### src/rtl/hft_rx_pkg.sv
// Shared receive-side types and constants for the order-record demultiplexer.
// rx_record_t is the same record layout the transmit multiplexer serialises.
package hft_rx_pkg;

    localparam logic [7:0] DEFAULT_SYNC_BYTE = 8'hA5;
    localparam int         FRAME_LEN_CHK     = 8;
    localparam int         FRAME_LEN_NOCHK   = 7;

    typedef enum logic [3:0] {
        ST_HUNT,
        ST_ADDR,
        ST_BS,
        ST_TS3,
        ST_TS2,
        ST_TS1,
        ST_TS0,
        ST_CHK,
        ST_DELIVER
    } rx_state_e;

    typedef struct packed {
        logic [7:0]  addr;
        logic [7:0]  buysell;
        logic [31:0] timestamp;
    } rx_record_t;

    function automatic logic [15:0] sat_inc16(input logic [15:0] value);
        return (value == 16'hFFFF) ? value : value + 16'd1;
    endfunction

    // XOR over every payload byte of a record (ADDR through TS[7:0]).
    function automatic logic [7:0] record_xor(input rx_record_t rec);
        return rec.addr ^ rec.buysell ^ rec.timestamp[31:24] ^ rec.timestamp[23:16]
             ^ rec.timestamp[15:8] ^ rec.timestamp[7:0];
    endfunction

endpackage

### src/rtl/rx_demux_if.sv
// Byte-stream input and delivered-record output bundle of rx_demux.
// slave: the demux itself; master: the UART side plus downstream consumers.
interface rx_demux_if #(
    parameter int NUM_SYS = 4
);
    logic [7:0]         rx_byte;
    logic               rx_byte_dv;
    logic [7:0]         rx_addr;
    logic [7:0]         rx_buysell;
    logic [31:0]        rx_timestamp;
    logic [NUM_SYS-1:0] rx_dv;
    logic [15:0]        err_chk;
    logic [15:0]        err_addr;
    logic [15:0]        err_gap;

    modport master (
        output rx_byte,
        output rx_byte_dv,
        input  rx_addr,
        input  rx_buysell,
        input  rx_timestamp,
        input  rx_dv,
        input  err_chk,
        input  err_addr,
        input  err_gap
    );

    modport slave (
        input  rx_byte,
        input  rx_byte_dv,
        output rx_addr,
        output rx_buysell,
        output rx_timestamp,
        output rx_dv,
        output err_chk,
        output err_addr,
        output err_gap
    );
endinterface

### src/rtl/rx_gap_timer.sv
// Inter-byte gap counter: clear on a byte, count while enabled, and flag
// terminal count on the GAP_TIMEOUT-th silent cycle after the last byte.
module rx_gap_timer #(
    parameter int GAP_TIMEOUT = 1000
) (
    input  logic clk,
    input  logic reset,
    input  logic clr,
    input  logic en,
    output logic tc
);
    localparam int CW = (GAP_TIMEOUT < 2) ? 1 : $clog2(GAP_TIMEOUT + 1);

    logic [CW-1:0] count_q, count_d;

    // count_q holds (cycles since last byte - 1), so tc marks the expiry cycle
    // itself, in which a late byte can still win over the timeout.
    assign tc = (count_q == CW'(GAP_TIMEOUT - 1));

    always_comb begin
        count_d = count_q;
        if (clr) begin
            count_d = '0;
        end else if (en && !tc) begin
            count_d = count_q + CW'(1);
        end
    end

    always_ff @(posedge clk) begin
        if (reset) begin
            count_q <= '0;
        end else begin
            count_q <= count_d;
        end
    end
endmodule

### src/rtl/rx_demux.sv
// Frame hunter / record assembler feeding NUM_SYS trading systems.
// Define RX_CHECKSUM_EN to add the trailing XOR checksum byte and err_chk.
module rx_demux
    import hft_rx_pkg::*;
#(
    parameter int         NUM_SYS     = 4,
    parameter logic [7:0] SYNC_BYTE   = DEFAULT_SYNC_BYTE,
    parameter int         GAP_TIMEOUT = 1000
) (
    input  logic        clk,
    input  logic        reset,
    rx_demux_if.slave   bus
);
`ifdef RX_CHECKSUM_EN
    localparam rx_state_e TS0_NEXT = ST_CHK;
`else
    localparam rx_state_e TS0_NEXT = ST_DELIVER;
`endif

    rx_state_e          state_q, state_d;
    rx_record_t         shadow_q, shadow_d;
    rx_record_t         out_q, out_d;
    logic [NUM_SYS-1:0] rx_dv_q, rx_dv_d;
    logic [15:0]        err_addr_q, err_addr_d;
    logic [15:0]        err_gap_q, err_gap_d;

    logic byte_dv;
    logic in_frame;
    logic gap_tc;
    logic chk_fail;
    logic addr_bad;
    logic deliver_ok;

    assign byte_dv  = bus.rx_byte_dv;
    assign in_frame = (state_q != ST_HUNT) && (state_q != ST_DELIVER);
    assign addr_bad = (shadow_q.addr >= 8'(NUM_SYS));

`ifdef RX_CHECKSUM_EN
    logic [7:0]  chk_q, chk_d;
    logic [15:0] err_chk_q, err_chk_d;

    assign chk_fail = (record_xor(shadow_q) != chk_q);
`else
    assign chk_fail = 1'b0;
`endif

    assign deliver_ok = (state_q == ST_DELIVER) && !chk_fail && !addr_bad;

    rx_gap_timer #(
        .GAP_TIMEOUT (GAP_TIMEOUT)
    ) u_gap_timer (
        .clk   (clk),
        .reset (reset),
        .clr   (byte_dv),
        .en    (in_frame),
        .tc    (gap_tc)
    );

    always_comb begin
        state_d    = state_q;
        shadow_d   = shadow_q;
        out_d      = out_q;
        err_addr_d = err_addr_q;
        err_gap_d  = err_gap_q;
`ifdef RX_CHECKSUM_EN
        chk_d      = chk_q;
        err_chk_d  = err_chk_q;
`endif

        case (state_q)
            ST_HUNT: begin
                if (byte_dv && (bus.rx_byte == SYNC_BYTE)) begin
                    state_d = ST_ADDR;
                end
            end
            ST_ADDR: begin
                if (byte_dv) begin
                    shadow_d.addr = bus.rx_byte;
                    state_d       = ST_BS;
                end
            end
            ST_BS: begin
                if (byte_dv) begin
                    shadow_d.buysell = bus.rx_byte;
                    state_d          = ST_TS3;
                end
            end
            ST_TS3: begin
                if (byte_dv) begin
                    shadow_d.timestamp[31:24] = bus.rx_byte;
                    state_d                   = ST_TS2;
                end
            end
            ST_TS2: begin
                if (byte_dv) begin
                    shadow_d.timestamp[23:16] = bus.rx_byte;
                    state_d                   = ST_TS1;
                end
            end
            ST_TS1: begin
                if (byte_dv) begin
                    shadow_d.timestamp[15:8] = bus.rx_byte;
                    state_d                  = ST_TS0;
                end
            end
            ST_TS0: begin
                if (byte_dv) begin
                    shadow_d.timestamp[7:0] = bus.rx_byte;
                    state_d                 = TS0_NEXT;
                end
            end
            ST_CHK: begin
`ifdef RX_CHECKSUM_EN
                if (byte_dv) begin
                    chk_d   = bus.rx_byte;
                    state_d = ST_DELIVER;
                end
`else
                state_d = ST_HUNT;
`endif
            end
            ST_DELIVER: begin
                // Checksum has priority over the address range test.
                state_d = ST_HUNT;
                if (chk_fail) begin
`ifdef RX_CHECKSUM_EN
                    err_chk_d = sat_inc16(err_chk_q);
`endif
                end else if (addr_bad) begin
                    err_addr_d = sat_inc16(err_addr_q);
                end else begin
                    out_d = shadow_q;
                end
            end
            default: begin
                state_d = ST_HUNT;
            end
        endcase

        // A byte landing in the expiry cycle was already consumed above.
        if (in_frame && gap_tc && !byte_dv) begin
            err_gap_d = sat_inc16(err_gap_q);
            state_d   = ST_HUNT;
        end
    end

    for (genvar gi = 0; gi < NUM_SYS; gi++) begin : g_dv
        assign rx_dv_d[gi] = deliver_ok && (shadow_q.addr == 8'(gi));
    end

    always_ff @(posedge clk) begin
        if (reset) begin
            state_q    <= ST_HUNT;
            shadow_q   <= '0;
            out_q      <= '0;
            rx_dv_q    <= '0;
            err_addr_q <= '0;
            err_gap_q  <= '0;
        end else begin
            state_q    <= state_d;
            shadow_q   <= shadow_d;
            out_q      <= out_d;
            rx_dv_q    <= rx_dv_d;
            err_addr_q <= err_addr_d;
            err_gap_q  <= err_gap_d;
        end
    end

`ifdef RX_CHECKSUM_EN
    always_ff @(posedge clk) begin
        if (reset) begin
            chk_q     <= '0;
            err_chk_q <= '0;
        end else begin
            chk_q     <= chk_d;
            err_chk_q <= err_chk_d;
        end
    end

    assign bus.err_chk = err_chk_q;
`else
    assign bus.err_chk = 16'h0000;
`endif

    assign bus.rx_addr      = out_q.addr;
    assign bus.rx_buysell   = out_q.buysell;
    assign bus.rx_timestamp = out_q.timestamp;
    assign bus.rx_dv        = rx_dv_q;
    assign bus.err_addr     = err_addr_q;
    assign bus.err_gap      = err_gap_q;
endmodule
### src/flat_wrapper.sv
// flat-port wrapper written by rule: the top's interface ports become plain ports
module rx_demux_flat import hft_rx_pkg::*;
#(
    parameter int         NUM_SYS     = 4,
    parameter logic [7:0] SYNC_BYTE   = DEFAULT_SYNC_BYTE,
    parameter int         GAP_TIMEOUT = 1000
)
  (clk, reset, bus_rx_byte, bus_rx_byte_dv, bus_rx_addr, bus_rx_buysell, bus_rx_timestamp, bus_rx_dv, bus_err_chk, bus_err_addr, bus_err_gap);
  rx_demux_if #(.NUM_SYS(NUM_SYS)) bus_i ();
  input  logic clk;
  input  logic reset;
  input wire logic [$bits(bus_i.rx_byte)-1:0] bus_rx_byte;
  input wire logic [$bits(bus_i.rx_byte_dv)-1:0] bus_rx_byte_dv;
  output wire logic [$bits(bus_i.rx_addr)-1:0] bus_rx_addr;
  output wire logic [$bits(bus_i.rx_buysell)-1:0] bus_rx_buysell;
  output wire logic [$bits(bus_i.rx_timestamp)-1:0] bus_rx_timestamp;
  output wire logic [$bits(bus_i.rx_dv)-1:0] bus_rx_dv;
  output wire logic [$bits(bus_i.err_chk)-1:0] bus_err_chk;
  output wire logic [$bits(bus_i.err_addr)-1:0] bus_err_addr;
  output wire logic [$bits(bus_i.err_gap)-1:0] bus_err_gap;
  assign bus_i.rx_byte = bus_rx_byte;
  assign bus_i.rx_byte_dv = bus_rx_byte_dv;
  assign bus_rx_addr = bus_i.rx_addr;
  assign bus_rx_buysell = bus_i.rx_buysell;
  assign bus_rx_timestamp = bus_i.rx_timestamp;
  assign bus_rx_dv = bus_i.rx_dv;
  assign bus_err_chk = bus_i.err_chk;
  assign bus_err_addr = bus_i.err_addr;
  assign bus_err_gap = bus_i.err_gap;
  rx_demux #(.NUM_SYS(NUM_SYS), .SYNC_BYTE(SYNC_BYTE), .GAP_TIMEOUT(GAP_TIMEOUT)) u_core (.clk(clk), .reset(reset), .bus(bus_i));
endmodule
### config.mk
export PLATFORM = sky130hd
export DESIGN_NAME = rx_demux_flat
export DESIGN_NICKNAME = d
export VERILOG_FILES = /design/src/rtl/hft_rx_pkg.sv /design/src/rtl/rx_demux_if.sv /design/src/rtl/rx_gap_timer.sv /design/src/rtl/rx_demux.sv /design/src/flat_wrapper.sv
export SDC_FILE = /design/constraint.sdc
export NUM_CORES = 1
export LEC_CHECK = 0
export CAP_MARGIN = 5
export CORE_UTILIZATION = 47
export DETAILED_ROUTE_END_ITERATION = 7
export MAX_ROUTING_LAYER = met4
export PLACE_DENSITY_LB_ADDON = 0.2
export SLEW_MARGIN = 10
export SYNTH_ARGS = -nofsm -noshare
export SYNTH_HDL_FRONTEND = slang
export SYNTH_SLANG_ARGS = --single-unit
### constraint.sdc
create_clock -name clk -period 2.2 [get_ports clk]
set_input_delay 0.44 -clock clk [delete_from_list [all_inputs] [get_ports clk]]
set_output_delay 0.44 -clock clk [all_outputs]
set_load 0.005 [all_outputs]
==> metrics <==
worst hold margin 0.453 ns; total CTS buffers 17; YS warnings 0; die area 12900 um^2; Setup crit start kind flip-flop; Max H-tree Level 4; area grow syn2layout 32.8%; Hold WC Path Type flip-flop to flip-flop; largest cells by area after synthesis dfxtp_1, mux2i_1, nand2_1; library cells used by synthesis 54; status finished clean; most frequent cell after synthesis dfxtp_1; GRT met1 Usage 0.290; row cnt 40; nature of the critical path endpoint flip-flop; Die Y 114 um; GR Util All Layers 0.229; GRT overflow 0; latest clock arrival within the worst-skew pair 0.42 ns; CTS Hold Bufs 0; Worst-path clk slew 0.06 ns; FF+latch count, synth about 150; drt first pass iters 5; Syn Inst Count 666; post-route minimum period ~2 ns; Adder-Cell Fraction of Synth Area 0.00639; asr flop ratio synth 0; via count 4979; Static Leakage 0.00287 uW; post-cts sizing count 0; largest area contributor in the netlist dfxtp_1; worst clock skew 0.00853 ns; Placed Cells 930; post-route DRC violation count 0; Yosys top cell area share 0.498; Initial Utilization 0.485; Worst Tran Pin Value ~0.57 ns; XOR/XNOR share of the synthesized area 0.0432; met3 usage 0.0462; Final Slew Violations 0; number of flops mapped to enable cells by yosys 0; fin crit share 0.935; fraction of layout cells with a size suffix above 1 0.106; Seq/Total Area, Yosys 0.498; Die X 114 um; Top Ports ~110; initial antenna violation count 0; Primary FF master, synth dfxtp_1; pre-CTS setup slack -0.164 ns; Core ar. 12100 um^2; simple-gate portion of the synthesized area 0.247; ANT cells 0; Worst Path Arrival 2.42 ns; post-synthesis mux area share 0.0735; Clock Sinks 146; First DRT Iteration DRCs roughly 370; first-pass GRT wire length 22600 um; largest net degree at the start of global routing 57; Syn Area/Cell 8.82 um^2; Worst EP required 2.56 ns; Post-synth top cells dfxtp_1, nand2_1, nor2_1; HPWL Detailed ~9400 um; Vias/cell slightly above 5; Final Setup Violations 0; Area after DPL 7160 um^2; worst ir drop on vdd a little over 500 uV; Root Buffer Master clkbuf_16; final WL 14000 um; PwrDens about 750 nW/um^2; Fmax achieved 486 MHz; Final GP Congestion 0.835; Slew headroom 0.619; GR peak layer met2; Non-Filler Instances about 960; Setup WS post-layout 0.143 ns; Total Power 5850 uW; drt wl/cell between 10 and 15 um; Compound-Gate Fraction of Synth Area 0.0837; port bufs 94; nets@finish 795; MaxCap Viol Count 0; post-route ant nets 0; largest family of logic cells by synthesized area simple AND/OR/NAND/NOR gates; RSZ-0062 raised after global routing false; vias in the first global route 4613; final instance area 7800 um^2; Worst Path Max Fanout 7; Mapped Area 5870 um^2; Worst Setup Path Type flip-flop to flip-flop; postcts setup bufs 0; Final Hold Vio Count 0; TritonCTS clock tree done; met2 Usage GRT 0.361; clock buffer depth 2
## placed cells by master (no fill, tap or decap), types with 3 or more instances in the layout
cell and count:
clkbuf_8 4, o211ai_1 6, nor3_1 10, or3_1 3, nand2b_1 6, nor4b_1 3
a21oi_1 57, and3_1 7, clkbuf_16 17, o21ai_0 9, clkdlybuf4s50_1 93, xnor2_1 15
ha_1 3, nor2_1 87, bufinv_16 4, nand2_1 112, mux2i_1 42, nor2b_1 4
nand3_1 21, dfxtp_1 146, xor2_1 14, and2_1 6, and4_1 5, nand4_1 12
conb_1 16, clkinv_2 5, buf_12 4, buf_4 37, nor4_1 6, or4_1 3
nor4bb_1 3
## flip-flops by register name (all words and copies together), names as in the netlist
signal,count
u_core.u_gap_timer.count_q,10
u_core.bus.rx_addr,8
u_core.bus.err_addr,16
u_core.bus.err_gap,16
u_core.bus.rx_buysell,8
u_core.bus.rx_timestamp,32
u_core.shadow_q,48
u_core.state_q,4
u_core.bus.rx_dv,4
## worst paths after layout
| kind | startpoint | end | slack, ns | depth (start not counted) |
|---|---|---|---|---|
| worst min register to register | u_core.bus.rx_timestamp[7] | u_core.bus.rx_timestamp[7] | 0.45 | 2 |
| worst max-delay path | u_core.state_q[0] | u_core.bus.err_addr[10] | 0.14 | 5 |
| worst max register to register | u_core.state_q[0] | u_core.bus.err_addr[10] | 0.14 | 5 |
| worst min-delay path | u_core.bus.rx_timestamp[7] | u_core.bus.rx_timestamp[7] | 0.45 | 2 |
## stage by stage
step / TNS, ns / utilization
after floorplan: 0 / -
after global placement: -1.07 / 0.591
after detailed placement: -1.77 / 0.591
after CTS: 0 / 0.644
after global routing: 0 / 0.644
final: 0 / 0.644
## where the power goes
group | total [uW] | internal [uW] | switching (uW)
Clock | 3080 | 2010 | 1070
Sequential | 2640 | 2640 | 0.194
Combinational | 121 | 38.7 | 82.6
## layout make-up
class                   count  area [um^2]
inverters                   1         3.75
multi-input cells         481         2740
well taps                 168          210
repair buffers            134         1290
fillers                  1027         4310
flip-flops and latches    146         2920
clock inverters            10          154
clock buffers              22          484
## cells by family after synthesis
logic type | Yosys count
adder cells (fa/ha/maj) | 3
flip-flops | 146
XOR/XNOR | 29
buffers and inverters | 54
multiplexers | 43
other | 1
AO/OA/AOI/OAI | 85
AND/OR/NAND/NOR | 305
## critical path: stages (launching register included)
cell      delay [ns]
dfxtp_1         0.35
or4b_4          0.59
a21oi_4         0.21
nand4b_1        0.29
or4_1           0.49
nand2_1         0.07
## routing by layer
layer  vias up  wire, um
li1       2483         -
met1      2342      6580
met2       134      6600
met3        20       647
met4         0       219
met5         -         0
(Power assumes the default switching activity.)
==> variant 1, RTL diff (same settings) <==
Re-encode `rx_state_e` (9 states) as one-hot, 9 bits wide.
--- a/src/rtl/hft_rx_pkg.sv
+++ b/src/rtl/hft_rx_pkg.sv
@@ -7,14 +7,14 @@
     localparam int         FRAME_LEN_NOCHK   = 7;
 
-    typedef enum logic [3:0] {
-        ST_HUNT,
-        ST_ADDR,
-        ST_BS,
-        ST_TS3,
-        ST_TS2,
-        ST_TS1,
-        ST_TS0,
-        ST_CHK,
-        ST_DELIVER
+    typedef enum logic [8:0] {
+        ST_HUNT    = 9'b000000001,
+        ST_ADDR    = 9'b000000010,
+        ST_BS      = 9'b000000100,
+        ST_TS3     = 9'b000001000,
+        ST_TS2     = 9'b000010000,
+        ST_TS1     = 9'b000100000,
+        ST_TS0     = 9'b001000000,
+        ST_CHK     = 9'b010000000,
+        ST_DELIVER = 9'b100000000
     } rx_state_e;
 
Function: same outputs for any inputs over 10 cycles, from zero or initial values and one cycle with reset high; not proved beyond that.
==> variant 1 against the original RTL <==
Fmax down 2.3%; wire length up 2.5%; final cell count grew 3.3%; critical path depth increased by 1; cell area increased by 3.1%; sequential cell count up 4; sequential share of layout area is 0.10 points lower; power is 0.58% higher; setup slack got worse by 48 ps; area after synthesis increased by 4.5%; first-iteration DRC count down 17%.
==> variant 1: results (changes against the original RTL) <==
[layout]
syn_to_final_growth_pct = 31.0
multi_input_cells = 502  ; +4.4%
fill_cells = 1099  ; +7.0%
buffer_area_share_pct = 15.7  ; -0.78 points
clock_buffers = 24  ; +9.1%
final_layout_size_suffix_gt1_share_pct = 10.3  ; -0.24 points
inv_count = 2  ; +1
clk_share_pct = 7.69  ; -0.50 points
multi_input_area_um2 = 2930  ; +7.1%
num-nonclk-buffers = 136  ; +1.5%
nets = 823  ; +3.5%
final_cell_count_no_fill = 994  ; +3.3%

[setup_path]
cp_max_fo = 6  ; -1
reg2regPathDepth = 6  ; +1
cpMaxStageDelayCell = or4_1

[global_routing]
grt_max_degree = 50  ; -12%
grt_first_pass_wirelength_mm = 23.2  ; +2.5%
first_global_vias = 4907  ; +6.4%

[place]
postPlaceCellArea_um2 = 7410  ; +3.5%
post-dp-hpwl_mm = 9.85  ; +4.9%
place_worst_setup_slack_ps = -353  ; -189 ps

[detailed_routing]
drt-initial-drc-count = 312  ; -17%
viasPerCell = 5.21  ; +0.71%
wirelength_mm = 14.4  ; +2.5%

[pwr]
ir_drop_mv = 0.540  ; +6.2%
p_leak_nw = 3.07  ; +6.7%
power_density_nw_per_um2 = 731  ; -2.5%

[yosys]
yosysSeqAreaShare_pct = 48.9  ; -0.83 points
synth-seq-cells = 150  ; +2.7%
synth_compound_area_share_pct = 10.2  ; +1.8 points
synthTopCellsByArea = dfxtp_1, mux2i_1, nand2_1
synth-xor-area-share_pct = 2.43  ; -1.9 points
synthDistinctLibCells = 53  ; -1.9%
syn_area_per_cell_um2 = 8.86  ; +0.40%

[clock_tree]
ctsResizeCount = 1  ; +1

[timing]
worst_pin_slew_ps = 544  ; -27.1 ps
timing.hold.ws_ps = 431  ; -22.0 ps
skew_ps = 6.87  ; -1.66 ps
fmax_mhz = 475  ; -2.3%

[outcome]
status = finished, final reports clean

[min_path]
hp-class = input port to flop

variant 1: cell types whose count changed in the layout (fill, tap and decap cells not counted), moves of 4 or more:
| cell | delta |
|---|---|
| nor2_1 | -4 |
| clkbuf_1 | +4 |
| or3_1 | +11 |
| nand4_1 | +5 |
| nor2b_1 | +5 |
| a21oi_1 | +10 |
| nand2_1 | -13 |
| mux2i_1 | +9 |
| xnor2_1 | -12 |
| and2_1 | +4 |
| buf_4 | +5 |
variant 1: worst paths after layout:
| path | start | to |
|---|---|---|
| hold / removal | reset | u_core.bus.err_addr[0] |
| setup / recovery | u_core.u_gap_timer.count_q[0] | u_core.bus.err_gap[8] |
| setup reg to reg | u_core.u_gap_timer.count_q[0] | u_core.bus.err_gap[8] |
| hold reg to reg | u_core.bus.rx_buysell[7] | u_core.bus.rx_buysell[7] |
variant 1: power by group through the flow:
| stage | registers, mW | logic, mW | clock network [mW] |
|---|---|---|---|
| 3_3_place_gp | 2.78 | 0.115 | 0 |
| 6_report | 2.72 | 0.118 | 3.05 |
| 4_1_cts | 2.72 | 0.117 | 3.09 |
| 3_5_place_dp | 2.78 | 0.117 | 0 |
| 5_1_grt | 2.72 | 0.129 | 3.21 |
| 2_1_floorplan | 2.78 | 0.0727 | 0 |
variant 1: cells by family after synthesis:
kind of cell	after synthesis
AND/OR/NAND/NOR	309
flip-flops	150
AO/OA/AOI/OAI	103
buffers and inverters	56
multiplexers	54
XOR/XNOR	17
adder cells (fa/ha/maj)	3
other	1
variant 1: routing by layer:
| layer | global-route usage [%] | wire length, um |
|---|---|---|
| met1 | 27.1 | 6430 |
| met2 | 37.6 | 7090 |
| met3 | 6.02 | 732 |
| met4 | 8.03 | 152 |
| met5 | - | 0 |
==> variant 2, RTL diff (same flow settings) <==
Without the edit above. `NUM_SYS` is set to 4 in 3 places; all go to 5.
--- a/src/rtl/rx_demux_if.sv
+++ b/src/rtl/rx_demux_if.sv
@@ -2,5 +2,5 @@
 // slave: the demux itself; master: the UART side plus downstream consumers.
 interface rx_demux_if #(
-    parameter int NUM_SYS = 4
+    parameter int NUM_SYS = 5
 );
     logic [7:0]         rx_byte;
--- a/src/rtl/rx_demux.sv
+++ b/src/rtl/rx_demux.sv
@@ -4,5 +4,5 @@
     import hft_rx_pkg::*;
 #(
-    parameter int         NUM_SYS     = 4,
+    parameter int         NUM_SYS     = 5,
     parameter logic [7:0] SYNC_BYTE   = DEFAULT_SYNC_BYTE,
     parameter int         GAP_TIMEOUT = 1000
--- a/src/flat_wrapper.sv
+++ b/src/flat_wrapper.sv
@@ -2,5 +2,5 @@
 module rx_demux_flat import hft_rx_pkg::*;
 #(
-    parameter int         NUM_SYS     = 4,
+    parameter int         NUM_SYS     = 5,
     parameter logic [7:0] SYNC_BYTE   = DEFAULT_SYNC_BYTE,
     parameter int         GAP_TIMEOUT = 1000
Ports: changed (resized bus_rx_dv); port bits go from 111 to 112. The function was not compared with the original's and may differ.
==> variant 2 against the original RTL <==
Cell area increased by 3.9%; wire length decreased by 1.3%; largest power group unchanged; power decreased by 3.5%; largest cell class is now multi-input combinational cells; clock skew decreased by 2.2 ps; area after synthesis increased by 4.6%; setup slack got worse by 130 ps; sequential cell count increased by 1; global-route usage decreased by 0.64 points.
==> variant 2: results (changes against the original RTL) <==
[outcome]
status = finished, final reports clean

[detailed_routing]
dr_wl_met2_mm = 6.63  ; +0.44%
wirelength_mm = 13.9  ; -1.3%
drt-met1-wl_mm = 6.27  ; -4.7%
wl_met3_um = 711  ; +9.9%
drt-initial-drc-count = 331  ; -11%

[setup_path]
r2r-end = u_core.bus.err_gap[7]
r2r_start = u_core.u_gap_timer.count_q[0]
cpPeakStageDelay_ps = 570  ; -20 ps
reg2regPathDepth = 6  ; +1
cp_max_fo = 24  ; +17
cpMaxStageDelayCell = or4_4
crit_arrival_ps = 2490  ; +70 ps

[place]
io_buffers = 95  ; +1.1%
place_worst_setup_slack_ps = -328  ; -163 ps
place.gp.congestion = 0.844  ; +1.2%
post-dp-hpwl_mm = 9.42  ; +0.31%
postPlaceCellArea_um2 = 7430  ; +3.8%

[global_routing]
grt_max_degree = 63  ; +11%
met3_usage_pct = 5.50  ; +0.88 points
first_global_vias = 4663  ; +1.1%
grt_first_pass_wirelength_mm = 22.6  ; -0.36%
gr-usage-met1_pct = 26.9  ; -2.1 points
grt_usage_pct = 22.3  ; -0.64 points

[yosys]
synth_commonest_cells = dfxtp_1, nor2_1, mux2i_1
synthMuxAreaShare_pct = 17.0  ; +9.7 points
synthTopCellsByArea = dfxtp_1, mux2i_1, nor2_1
synth-xor-area-share_pct = 1.14  ; -3.2 points
synthDistinctLibCells = 51  ; -5.6%
synth_compound_area_share_pct = 6.21  ; -2.2 points
yosysSeqAreaShare_pct = 47.9  ; -1.8 points

[pwr]
p_leak_nw = 3.39  ; +18%
ir_drop_mv = 0.627  ; +23%

[min_path]
min_to = u_core.bus.rx_addr[7]
min_from = u_core.bus.rx_addr[7]
hold-path-cell-count = 1  ; -1

[clock_tree]
cts-buffers-inserted = 17  ; unchanged
worstSkewPairLatency_ps = 420  ; about the same

[timing]
skew_ps = 6.32  ; -2.21 ps
slew_headroom_pct = 53.0  ; -9.0 points
timing.hold.ws_ps = 459  ; +5.58 ps

[layout]
final_layout_size_suffix_gt1_share_pct = 12.7  ; +2.2 points
nets = 764  ; -3.9%
fill_cells = 1049  ; +2.1%

==> variant 2: power by group <==
part | internal, mW | switching [mW]
clock network | 1.80 | 1.06
registers | 2.66 | 0.000350
logic | 0.0410 | 0.0846
==> variant 2: per-stage QoR <==
step,std cells,utilization [%]
after detailed placement,903,58.6
after floorplan,654,-
after global routing,933,63.9
after CTS,933,63.6
final,933,63.9
after global placement,903,58.6
==> variant 2: what timing repair did <==
item,in CTS,in global routing
gates cloned,0,0
pin swaps,0,0
setup endpoints to repair,10,11
resized for setup,8,8
==> variant 2: layout make-up <==
cell class	instances	share of cell area, %
repair buffers	133	16.0
well taps	172	2.66
inverters	7	0.324
clock buffers	21	5.56
flip-flops and latches	147	36.3
clock inverters	9	1.64
multi-input cells	444	37.5
==> variant 2: cells by family (layout without fill, tap and decap cells) <==
logic type	Yosys count	after routing
and+or+nand+nor	255	255
DFF	147	147
muxes	103	103
buffers and inverters	63	170
AOI/OAI and AO/OA	59	59
xor gates and xnor gates	8	8
adders and majority gates	3	3
other	1	16
==> variant 2: worst max path at each step <==
stage / from / to / depth (start not counted)
2_1_floorplan: u_core.u_gap_timer.count_q[0] / u_core.bus.err_gap[7] / 7
3_3_place_gp: bus_rx_byte_dv / u_core.bus.err_gap[9] / 6
3_5_place_dp: bus_rx_byte_dv / u_core.bus.err_gap[6] / 6
4_1_cts: u_core.u_gap_timer.count_q[1] / u_core.bus.err_gap[7] / 6
5_1_grt: u_core.u_gap_timer.count_q[0] / u_core.bus.err_gap[13] / 6
6_report: u_core.u_gap_timer.count_q[0] / u_core.bus.err_gap[7] / 6
